`src/rtl/shift_port_arbiter_pkg.sv`:
```
// Shared definitions for the shift-port arbiter: FSM encoding, port indices,
// default widths and a small port-to-one-hot helper.
package shift_port_arbiter_pkg;

    localparam int DEF_DATA_W = 32;
    localparam int DEF_AMT_W  = 5;

    typedef enum logic [1:0] {
        IDLE  = 2'd0,
        SHIFT = 2'd1,
        RESP  = 2'd2
    } state_t;

    localparam logic PORT_ALU = 1'b0;
    localparam logic PORT_PWM = 1'b1;

    // One-hot per-port vector for a port index.
    function automatic logic [1:0] port_onehot(input logic port);
        return (port == PORT_PWM) ? 2'b10 : 2'b01;
    endfunction

endpackage

```
`src/rtl/shift_port_arbiter_if.sv`:
```
// Request/response bundle between the two shift requesters and the arbiter.
interface shift_port_arbiter_if
    import shift_port_arbiter_pkg::*;
#(
    parameter int DATA_W = DEF_DATA_W,
    parameter int AMT_W  = DEF_AMT_W
);
    logic [1:0]        req_valid;
    logic [1:0]        req_ready;
    logic [DATA_W-1:0] req_data0;
    logic [AMT_W-1:0]  req_amt0;
    logic [DATA_W-1:0] req_data1;
    logic [AMT_W-1:0]  req_amt1;
    logic [1:0]        resp_valid;
    logic [1:0]        resp_ready;
    logic [DATA_W-1:0] resp_data;

    // Requester side (ALU and PWM paths).
    modport master (
        output req_valid, req_data0, req_amt0, req_data1, req_amt1, resp_ready,
        input  req_ready, resp_valid, resp_data
    );

    // Arbiter side.
    modport slave (
        input  req_valid, req_data0, req_amt0, req_data1, req_amt1, resp_ready,
        output req_ready, resp_valid, resp_data
    );
endinterface

```
`src/rtl/shift_port_arbiter_rr_pick2.sv`:
```
// Two-way round-robin picker: one-hot grant from the valid pair and the
// preferred port used only to break a tie.
module rr_pick2 (
    input  logic [1:0] req_valid,
    input  logic       rr_ptr,
    output logic [1:0] grant
);

    // Lone requester always wins; on a tie the preferred port wins.
    always_comb begin
        grant = 2'b00;
        case (req_valid)
            2'b01:   grant = 2'b01;
            2'b10:   grant = 2'b10;
            2'b11:   grant = rr_ptr ? 2'b10 : 2'b01;
            default: grant = 2'b00;
        endcase
    end

endmodule

```
`src/rtl/shift_port_arbiter.sv`:
```
// Shares one external combinational arithmetic right shifter between the ALU
// SRA port (0) and the PWM scaling port (1). Operands are registered toward
// the shifter, the result is captured one cycle later and held until the
// owning port accepts it.
module shift_port_arbiter
    import shift_port_arbiter_pkg::*;
#(
    parameter int DATA_W = DEF_DATA_W,
    parameter int AMT_W  = DEF_AMT_W
) (
    input  logic                 clock,
    input  logic                 reset,
    shift_port_arbiter_if.slave  bus,
    output logic [DATA_W-1:0]    sh_operand,
    output logic [AMT_W-1:0]     sh_amt,
    input  logic [DATA_W-1:0]    sh_result,
    output logic                 busy
);

    state_t            state_r;
    state_t            next_s;
    logic              owner_r;
    logic              rr_ptr_r;
    logic [DATA_W-1:0] sh_operand_r;
    logic [AMT_W-1:0]  sh_amt_r;
    logic [DATA_W-1:0] resp_data_r;
    logic [1:0]        resp_valid_r;
    logic              busy_r;
    logic [1:0]        grant_s;
    logic [1:0]        req_ready_s;
    logic              accept_s;
    logic              handoff_s;

    rr_pick2 u_pick (
        .req_valid (bus.req_valid),
        .rr_ptr    (rr_ptr_r),
        .grant     (grant_s)
    );

    // Grant is offered only in IDLE and never while reset is held.
    always_comb begin
        req_ready_s = 2'b00;
        if (state_r == IDLE && !reset) begin
            req_ready_s = grant_s;
        end else begin
            req_ready_s = 2'b00;
        end
    end

    assign accept_s  = |(bus.req_valid & req_ready_s);
    assign handoff_s = (state_r == RESP) && bus.resp_ready[owner_r];

    // Next-state selection; the unused encoding falls back to IDLE.
    always_comb begin
        next_s = state_r;
        case (state_r)
            IDLE: begin
                if (accept_s) next_s = SHIFT;
                else          next_s = IDLE;
            end
            SHIFT: next_s = RESP;
            RESP: begin
                if (handoff_s) next_s = IDLE;
                else           next_s = RESP;
            end
            default: next_s = IDLE;
        endcase
    end

    // State, busy flag and response-valid registers.
    always_ff @(posedge clock or posedge reset) begin
        if (reset) begin
            state_r      <= IDLE;
            busy_r       <= 1'b0;
            resp_valid_r <= 2'b00;
        end else begin
            state_r      <= next_s;
            busy_r       <= (next_s != IDLE);
            resp_valid_r <= (next_s == RESP) ? port_onehot(owner_r) : 2'b00;
        end
    end

    // Operand/amount/owner capture on acceptance; held until the next one.
    always_ff @(posedge clock or posedge reset) begin
        if (reset) begin
            sh_operand_r <= {DATA_W{1'b0}};
            sh_amt_r     <= {AMT_W{1'b0}};
            owner_r      <= PORT_ALU;
        end else if (state_r == IDLE && accept_s) begin
            sh_operand_r <= grant_s[1] ? bus.req_data1 : bus.req_data0;
            sh_amt_r     <= grant_s[1] ? bus.req_amt1  : bus.req_amt0;
            owner_r      <= grant_s[1] ? PORT_PWM : PORT_ALU;
        end
    end

    // Result capture happens only in SHIFT, so a floating shifter is ignored.
    always_ff @(posedge clock or posedge reset) begin
        if (reset) begin
            resp_data_r <= {DATA_W{1'b0}};
        end else if (state_r == SHIFT) begin
            resp_data_r <= sh_result;
        end
    end

    // Tie preference moves away from the owner once its result is taken.
    always_ff @(posedge clock or posedge reset) begin
        if (reset) begin
            rr_ptr_r <= 1'b0;
        end else if (handoff_s) begin
            rr_ptr_r <= ~owner_r;
        end
    end

    assign bus.req_ready  = req_ready_s;
    assign bus.resp_valid = resp_valid_r;
    assign bus.resp_data  = resp_data_r;
    assign sh_operand     = sh_operand_r;
    assign sh_amt         = sh_amt_r;
    assign busy           = busy_r;

endmodule

```
`src/flat_wrapper.sv`:
```
// flat-port wrapper written by rule: the top's interface ports become plain ports
module shift_port_arbiter_flat import shift_port_arbiter_pkg::*;
#(
    parameter int DATA_W = DEF_DATA_W,
    parameter int AMT_W  = DEF_AMT_W
)
  (clock, reset, sh_operand, sh_amt, sh_result, busy, bus_req_valid, bus_req_data0, bus_req_amt0, bus_req_data1, bus_req_amt1, bus_resp_ready, bus_req_ready, bus_resp_valid, bus_resp_data);
  shift_port_arbiter_if #(.DATA_W(DATA_W), .AMT_W(AMT_W)) bus_i ();
  input  logic clock;
  input  logic reset;
  output logic [DATA_W-1:0] sh_operand;
  output logic [AMT_W-1:0] sh_amt;
  input  logic [DATA_W-1:0] sh_result;
  output logic busy;
  input wire logic [$bits(bus_i.req_valid)-1:0] bus_req_valid;
  input wire logic [$bits(bus_i.req_data0)-1:0] bus_req_data0;
  input wire logic [$bits(bus_i.req_amt0)-1:0] bus_req_amt0;
  input wire logic [$bits(bus_i.req_data1)-1:0] bus_req_data1;
  input wire logic [$bits(bus_i.req_amt1)-1:0] bus_req_amt1;
  input wire logic [$bits(bus_i.resp_ready)-1:0] bus_resp_ready;
  output wire logic [$bits(bus_i.req_ready)-1:0] bus_req_ready;
  output wire logic [$bits(bus_i.resp_valid)-1:0] bus_resp_valid;
  output wire logic [$bits(bus_i.resp_data)-1:0] bus_resp_data;
  assign bus_i.req_valid = bus_req_valid;
  assign bus_i.req_data0 = bus_req_data0;
  assign bus_i.req_amt0 = bus_req_amt0;
  assign bus_i.req_data1 = bus_req_data1;
  assign bus_i.req_amt1 = bus_req_amt1;
  assign bus_i.resp_ready = bus_resp_ready;
  assign bus_req_ready = bus_i.req_ready;
  assign bus_resp_valid = bus_i.resp_valid;
  assign bus_resp_data = bus_i.resp_data;
  shift_port_arbiter #(.DATA_W(DATA_W), .AMT_W(AMT_W)) u_core (.clock(clock), .reset(reset), .bus(bus_i), .sh_operand(sh_operand), .sh_amt(sh_amt), .sh_result(sh_result), .busy(busy));
endmodule
```
`config.mk`:
```
export PLATFORM = sky130hd
export DESIGN_NAME = shift_port_arbiter_flat
export DESIGN_NICKNAME = d
export VERILOG_FILES = /design/src/rtl/shift_port_arbiter_pkg.sv /design/src/rtl/shift_port_arbiter_if.sv /design/src/rtl/shift_port_arbiter_rr_pick2.sv /design/src/rtl/shift_port_arbiter.sv /design/src/flat_wrapper.sv
export SDC_FILE = /design/constraint.sdc
export NUM_CORES = 1
export LEC_CHECK = 0
export ABC_AREA = 1
export CAP_MARGIN = 10
export CELL_PAD_IN_SITES_DETAIL_PLACEMENT = 1
export CELL_PAD_IN_SITES_GLOBAL_PLACEMENT = 1
export CORE_MARGIN = 2
export CORE_UTILIZATION = 29
export DETAILED_ROUTE_END_ITERATION = 16
export GPL_TIMING_DRIVEN = 0
export PLACE_DENSITY_LB_ADDON = 0.1
export SLEW_MARGIN = 20
export SYNTH_ARGS = -nofsm -noshare
export SYNTH_HDL_FRONTEND = slang
export SYNTH_SLANG_ARGS = --single-unit
```
`constraint.sdc`:
```
create_clock -name clock -period 6.2 [get_ports clock]
set_clock_uncertainty 0.1 [all_clocks]
set_input_delay 0.93 -clock clock [delete_from_list [all_inputs] [get_ports clock]]
set_output_delay 0.93 -clock clock [all_outputs]
set_load 0.05 [all_outputs]
```
==> reports/metrics.cfg, run 1 <==
[layout]
final_nets = 797
final_cells = 857
antenna_cells = 0
utilization_pct = 49.97
fillCellCount = 1455
area_growth_pct = 66.97
drive_gt1_share_pct = 5.660
area.sequential_mm2 = 0.001902
multi_input_area_mm2 = 0.001254

[drt]
dr_total_vias = 3703
ant_nets = 0
routedWlPerCell_um = 14.09
dr.pass1.iters = 4
top_layer = met4
drt-met1-wl_mm = 5.110
dr.first_iter.drc_count = 180
met2_length_mm = 6.090
drt_wl_total_mm = 12.07
vias_per_cell = 4.321
met3_length_um = 737
drc = 0

[timing]
rsz0062_at_grt = no
fin_tns_setup_ns = 0
period_needed_ns = 3.794
hold_viol_final = 0
tightestPinTransition_ns = 0.5550
drv_slew = 0
fmax_ghz = 0.2636
timing.final.setup_violations = 0
max_slew_margin_pct = 62.88
period_share_pct = 61.19

[clock_tree]
clkLatencyLatePin_ns = 0.33
ctsLongestPathBuffers = 2
clock-sinks = 76
cts_hold_buf = 0
cts_root_buffer = clkbuf_16
htreeDepth = 3
numCtsBuffers = 9
cts_resized = 0
clk_pin_slew_worst_paths_ns = 0.06
cts_tree = built
post-cts-setup-buffers = 0

[floorplanning]
io_pins = 186
die_width_um = 115.6
num_rows = 40
die_area_mm2 = 0.01336
dieHeight_um = 115.6
start_util_pct = 29.93
core_mm2 = 0.01206

[pwr]
power_density_mw_per_mm2 = 540.5
leakage_nw = 3.177
vdd_drop_max_v = 0.0002394
total_power_mw = 3.258

[logic_synthesis]
async_reset_ff_share_pct = 100.0
ys_top_cells_by_area = dfrtp_1 53%, nand2_1 23%, nand3_1 9.8%
synth_top_cell_area_share_pct = 52.69
ys_seq_elements = 76
yosys_warnings = 0
syn_nets = 600
ys_types = 15
synth_edf_count = 0
netlist_instances = 488
yosysMostFrequentCell = nand2_1
yosysSeqAreaShare_pct = 52.69
synth_ff_type = dfrtp_1
yosys.area.top_type = dfrtp_1
synth_commonest_cells = 222 x nand2_1, 80 x inv_1, 76 x dfrtp_1
postSynthAreaPerCell_um2 = 7.397
synth_area_mm2 = 0.003610

[setup_path]
crit_start = bus_req_valid[1]
cp_data_arrival_time_ns = 2.76
start_kind = input port
criticalPathCategory = input port to output pin
r2r_start = u_core.rr_ptr_r
worstSetupEndpointType = output pin
critPathMaxFanout = 10
critPathRequiredTime_ns = 5.17

[run]
cap_violations = 0

[grt]
grt.total_usage_pct = 18.84
grt_first_pass_wirelength_mm = 19.68
globalRouteOverflowTotal = 0
grt_pass1_vias = 4046
antenna_found_initial = 0
grt_max_degree = 44

[status]
status = complete, no violations

[place]
globalplace.congestion = 0.7783
hpwl_mm = 9.006
dp_cells = 842
io_buffers = 185

[min_path]
hp-class = flop to flop
min_from = u_core.bus.resp_data[26]

metrics by stage:
step	setup WS [ns]	hold slack, ns	area [um^2]
6_report	2.406	0.3661	6027
5_1_grt	2.277	0.3989	6027
4_1_cts	2.372	0.3721	6027
3_5_place_dp	2.370	0.3572	5702
3_3_place_gp	1.745	0.3525	5672
2_1_floorplan	3.232	0.3376	3610
logic make-up after synthesis:
| group | synth area share, % |
|---|---|
| flip-flops | 52.69 |
| buffers and inverters | 12.58 |
| AND/OR/NAND/NOR | 34.04 |
| AO/OA/AOI/OAI | 0.6931 |
sequential cells by signal, summed over array words and instances (netlist names):
name and count:
u_core.bus.resp_data 32, u_core.bus.resp_valid 2, u_core.busy 1, u_core.owner_r 1
u_core.rr_ptr_r 1, u_core.sh_amt 5, u_core.sh_operand 32, u_core.state_r 2
critical path, cell delays in order:
cell	delay, ns
clkdlybuf4s50_1	0.50
nand2_1	0.06
nand2_1	0.08
clkbuf_1	0.36
nor2_1	0.09
clkdlybuf4s50_1	0.74
routing by layer:
metal	vias to the layer above	GRT usage [%]
li1	1837	-
met1	1752	22.47
met2	105	33.41
met3	9	4.393
met4	0	6.265
met5	-	0
placed cells by master (no fill, tap or decap), types with 3 or more instances in the layout:
cell / instances
nor2_1: 3
buf_2: 12
clkbuf_1: 9
buf_6: 4
nand3_1: 71
inv_1: 79
dfrtp_1: 76
nand2_1: 222
clkdlybuf4s50_1: 185
clkbuf_16: 9
report_power, final:
part	internal [mW]	leakage [nW]	switching, mW
Sequential	0.729	0.945	0.129
Combinational	0.589	2.07	1.23
Clock	0.372	0.158	0.207
Total	1.69	3.18	1.57
final cells by class:
type	count	area share [%]
timing repair buffer	186	31.18
clock inverter	4	1.204
inverter	82	5.148
buffer	26	2.429
clock buffer	11	4.193
tap	168	3.488
sequential	76	31.55
multi-input combinational	304	20.80
path summary, 6_finish.rpt:
kind	slack [ns]	endpoint	cells after the start
setup / recovery	2.41	bus_req_ready[0]	6
hold / removal	0.37	u_core.bus.resp_data[26]	2
setup reg to reg	4.66	u_core.sh_operand[12]	6
hold reg to reg	0.37	u_core.bus.resp_data[26]	2
max in group asynchronous	4.48	u_core.sh_operand[18]	3
min in group asynchronous	0.96	u_core.busy	2
No activity file was read; power rests on OpenSTA's default activity.
==> inputs of run 2 (changes only) <==
Settings changed: CORE_UTILIZATION 29 to 27.
Clock period 6.2 ns to 3.6 ns, I/O delays scaled along.
==> run 2 against run 1 <==
Against the previous run: setup slack worse by 1.8 ns; cell area stayed put; worst hold slack better by 0.0013 ns; die area is 7.1% higher; clock-buffer cell count is 2 lower; register-to-register slack worse by 2.6 ns; combinational power is 73% higher; via count is 0.51% higher; global-route usage is 1.2 points lower; first-iteration DRC count is 38% lower; sequential share of layout area stayed put.
==> reports/metrics.cfg, run 2 (synthesis gave the netlist of run 1 again) <==
[status]
status = complete, no violations

[grt]
grt_pass1_vias = 3926
grt_first_pass_wirelength_mm = 19.83
globalRouteOverflowTotal = 0
grt_max_degree = 48
antenna_found_initial = 0
grt.total_usage_pct = 17.65

[layout]
drive_gt1_share_pct = 5.660
utilization_pct = 45.88
area_growth_pct = 66.97
fillCellCount = 1663
final_common_cell = nand2_1
final_nets = 797
antenna_cells = 0
final_cells = 865
most-common-layout-cells = 222 x nand2_1, 185 x clkdlybuf4s50_1, 79 x inv_1
multi_input_area_mm2 = 0.001254
area.sequential_mm2 = 0.001902

[pwr]
leakage_nw = 3.171
vdd_drop_max_v = 0.0002826
power_density_mw_per_mm2 = 925.2
total_power_mw = 5.576

[floorplanning]
die_area_mm2 = 0.01431
die_width_um = 119.6
num_rows = 42
dieHeight_um = 119.6
io_pins = 186
core_mm2 = 0.01314
start_util_pct = 27.48

[place]
dp_cells = 850
io_buffers = 185
globalplace.congestion = 0.7446
hpwl_mm = 9.171

[timing]
hold_viol_final = 0
drv_slew = 0
fin_tns_setup_ns = 0
max_slew_margin_pct = 62.31
period_share_pct = 83.91
fmax_ghz = 0.3310
tightestPinTransition_ns = 0.5636
period_needed_ns = 3.021
fin_hold_ws_ns = 0.3674
rsz0062_at_grt = no
timing.final.setup_violations = 0

[min_path]
hp-class = flop to flop

[clock_tree]
cts_hold_buf = 0
numCtsBuffers = 9
post-cts-setup-buffers = 0
ctsLongestPathBuffers = 2
cts_tree = built
cts_root_buffer = clkbuf_16
clock-sinks = 76
cts_resized = 0
clk_pin_slew_worst_paths_ns = 0.06
htreeDepth = 3
clkLatencyLatePin_ns = 0.34

[drt]
dr.pass1.iters = 4
dr_total_vias = 3722
routedWlPerCell_um = 14.09
vias_per_cell = 4.303
dr.first_iter.drc_count = 112
drc = 0
drt_wl_total_mm = 12.19
ant_nets = 0

[setup_path]
worstSetupEndpointType = output pin
reg2reg_slack_ns = 2.03
cp_data_arrival_time_ns = 2.38
start_kind = input port
critPathMaxFanout = 10
criticalPathCategory = input port to output pin
critPathRequiredTime_ns = 2.96

[run]
cap_violations = 0

==> run 2: cell types whose count changed in the layout (fill, tap and decap cells not counted), sizes merged <==
cell and change:
clkbuf -2, clkinv +2
==> run 2: worst max-delay path, cell delays in order <==
cell	delay (ns)
clkdlybuf4s50_1	0.51
nand2_1	0.07
nand2_1	0.07
clkbuf_1	0.36
nor2_1	0.10
clkdlybuf4s50_1	0.73
==> run 2: cell type report <==
class | instances | area share (%)
sequential | 76 | 31.55
inverter | 82 | 5.148
tap | 176 | 3.654
buffer | 26 | 2.429
clock inverter | 6 | 1.495
clock buffer | 9 | 3.737
multi-input combinational | 304 | 20.80
timing repair buffer | 186 | 31.18
==> run 2: power breakdown <==
part	switching [mW]	total, mW	internal [mW]
combinational	2.13	3.14	1.01
clock	0.365	0.969	0.604
sequential	0.208	1.46	1.25
==> run 2: layer usage <==
layer | GRT usage, % | vias up | share of wire (%)
met2 | 30.57 | 110 | 48
met4 | 6.544 | 0 | 1.5
met5 | 0 | - | 0
met3 | 5.038 | 13 | 6.8
li1 | - | 1838 | -
met1 | 20.75 | 1761 | 43
==> run 2: path summary, 6_finish.rpt <==
kind | startpoint | depth (start not counted) | to
max | bus_req_valid[1] | 6 | bus_req_ready[0]
min | u_core.bus.resp_data[9] | 2 | u_core.bus.resp_data[9]
max reg2reg | u_core.state_r[0] | 8 | u_core.sh_amt[2]
min reg2reg | u_core.bus.resp_data[9] | 2 | u_core.bus.resp_data[9]
max in group asynchronous | reset | 3 | u_core.sh_operand[20]
min in group asynchronous | reset | 2 | u_core.sh_operand[13]
==> run 2: through the flow <==
step | worst slack (ns) | instance area, um^2
floorplan | 1.022 | 3610
global placement | -0.6060 | 5682
detailed placement | 0.5551 | 5712
CTS | 0.5403 | 6027
global route | 0.3944 | 6027
finish | 0.5792 | 6027
==> inputs of run 3 (changes only) <==
Settings changed: CORE_UTILIZATION 27 to 24.
Clock period 3.6 ns to 2.5 ns, I/O delays scaled along.
==> run 3 against run 2 <==
Against the previous run: non-clock buffer count fell by 1; clock power increased by 43%; critical path depth up 2; utilization fell by 4.6 points; sequential share of layout area about the same; sequential cell count unchanged; first-iteration DRC count decreased by 18%; via count shrank 0.78%; cell area about the same; register-to-register slack worse by 1.3 ns; critical endpoint is now bus_req_ready[1]; largest cell class unchanged; largest power group unchanged; highest routed layer unchanged.
==> reports/metrics.cfg, run 3 (synthesis gave the netlist of run 1 again) <==
[timing]
max_slew_margin_pct = 63.46
fmax_ghz = 0.4227
rsz0062_at_grt = no
fin_hold_ws_ns = 0.3345
period_needed_ns = 2.366
period_share_pct = 94.63
worst_slack_ns = 0.1343
timing.final.setup_violations = 0
hold_viol_final = 0
drv_slew = 0
tightestPinTransition_ns = 0.5464

[clock_tree]
htreeDepth = 3
cts_hold_buf = 0
clock-sinks = 76
numCtsBuffers = 9
clk_pin_slew_worst_paths_ns = 0.06
ctsLongestPathBuffers = 2
clkLatencyLatePin_ns = 0.34
cts_root_buffer = clkbuf_16
post-cts-setup-buffers = 0
cts_resized = 2
cts_tree = built

[floorplanning]
start_util_pct = 24.74
dieHeight_um = 126.6
core_mm2 = 0.01459
io_pins = 186
die_area_mm2 = 0.01604
num_rows = 44
die_width_um = 126.6

[grt]
grtUsageMet3_pct = 4.429
antenna_found_initial = 0
grtUsageMet1_pct = 19.45
grt-busiest-layer = met2
grt_pass1_vias = 3842
grt_first_pass_wirelength_mm = 19.53
grt.total_usage_pct = 15.57
grt_max_degree = 55
grt_util_met2_pct = 25.73
globalRouteOverflowTotal = 0

[drt]
ant_nets = 0
drc = 0
dr.first_iter.drc_count = 92
vias_per_cell = 4.230
drt_wl_total_mm = 12.10
dr.pass1.iters = 4
dr_total_vias = 3693
routedWlPerCell_um = 13.86

[min_path]
hp-class = input port to async pin

[setup_path]
worstSetupEndpointType = output pin
criticalPathCategory = input port to output pin
critPathMostFrequentCell = inv_1
path_cells = clkdlybuf4s50_1 -> inv_1 -> o21ai_1 -> clkbuf_4 -> inv_1 -> nand2_1 -> inv_1 -> dlygate4sd2_1
slowest_delay_ns = 0.51
start_kind = input port
critPathRequiredTime_ns = 2.03
critPathMaxFanout = 10
critPathBufInv = 6
critPathTopFamily = buffers and inverters
cp_data_arrival_time_ns = 1.89
slowest_stage = clkdlybuf4s50_1

[place]
hpwl_mm = 9.106
globalplace.congestion = 0.7136
dp_slack_ns = -0.2192
io_buffers = 185
post_dp_cell_area_mm2 = 0.005722

[layout]
most-common-layout-cells = 222 x nand2_1, 183 x clkdlybuf4s50_1, 79 x inv_1
utilization_pct = 41.32
multi_input_area_mm2 = 0.001254
final_common_cell = nand2_1
antenna_cells = 0
area.sequential_mm2 = 0.001902
area_growth_pct = 67.00
final_nets = 796
drive_gt1_share_pct = 5.370
fillCellCount = 1785
postLayoutCellArea_mm2 = 0.006028

[pwr]
total_power_mw = 8.014
switchingPower_mw = 3.875
leakage_nw = 3.179
p_sw_share_pct = 48.35
vdd_drop_max_v = 0.0004772
combPwrFrac_pct = 56.2
p_int_mw = 4.139
p_clk_share_pct = 17.4
power_density_mw_per_mm2 = 1329
p_seq_share_pct = 26.5

[run]
cap_violations = 0

[status]
status = complete, no violations

## run 3: per-layer routing
metal,share of wire [%],wire length (um),up-vias
met5,0,0,-
met4,1.6,193,0
met3,6.5,792,12
met2,47,5669,117
met1,45,5444,1720
li1,-,-,1844
## run 3: worst paths after layout
path / from / end / slack [ns] / depth (start not counted)
setup / recovery: bus_req_valid[0] / bus_req_ready[1] / 0.13 / 8
hold / removal: reset / u_core.state_r[0] / 0.33 / 2
setup reg to reg: u_core.rr_ptr_r / u_core.sh_operand[18] / 0.73 / 7
hold reg to reg: u_core.bus.resp_data[8] / u_core.bus.resp_data[8] / 0.37 / 2
max in group asynchronous: reset / u_core.bus.resp_data[11] / 1.40 / 3
min in group clock: u_core.bus.resp_data[8] / u_core.bus.resp_data[8] / 0.37 / 2
## run 3: area by class of cell
type | instances | share of cell area (%)
sequential | 76 | 31.55
timing repair buffer | 186 | 31.13
multi-input combinational | 304 | 20.80
inverter | 82 | 5.147
clock buffer | 12 | 3.923
tap | 184 | 3.819
buffer | 25 | 2.408
clock inverter | 4 | 1.225
## run 3: through the flow
stage          cells  setup TNS [ns]
4_1_cts          874               0
3_3_place_gp     857         -109.57
6_report         873               0
5_1_grt          873               0
2_1_floorplan    488               0
3_5_place_dp     858         -0.4119
## run 3: power groups by stage
stage,logic [mW],clock network [mW],registers [mW]
floorplan,0.946,0,4.04
global placement,4.50,0,2.14
detailed placement,4.56,0,2.14
CTS,4.57,1.43,2.13
global route,4.80,1.48,2.21
finish,4.50,1.39,2.12
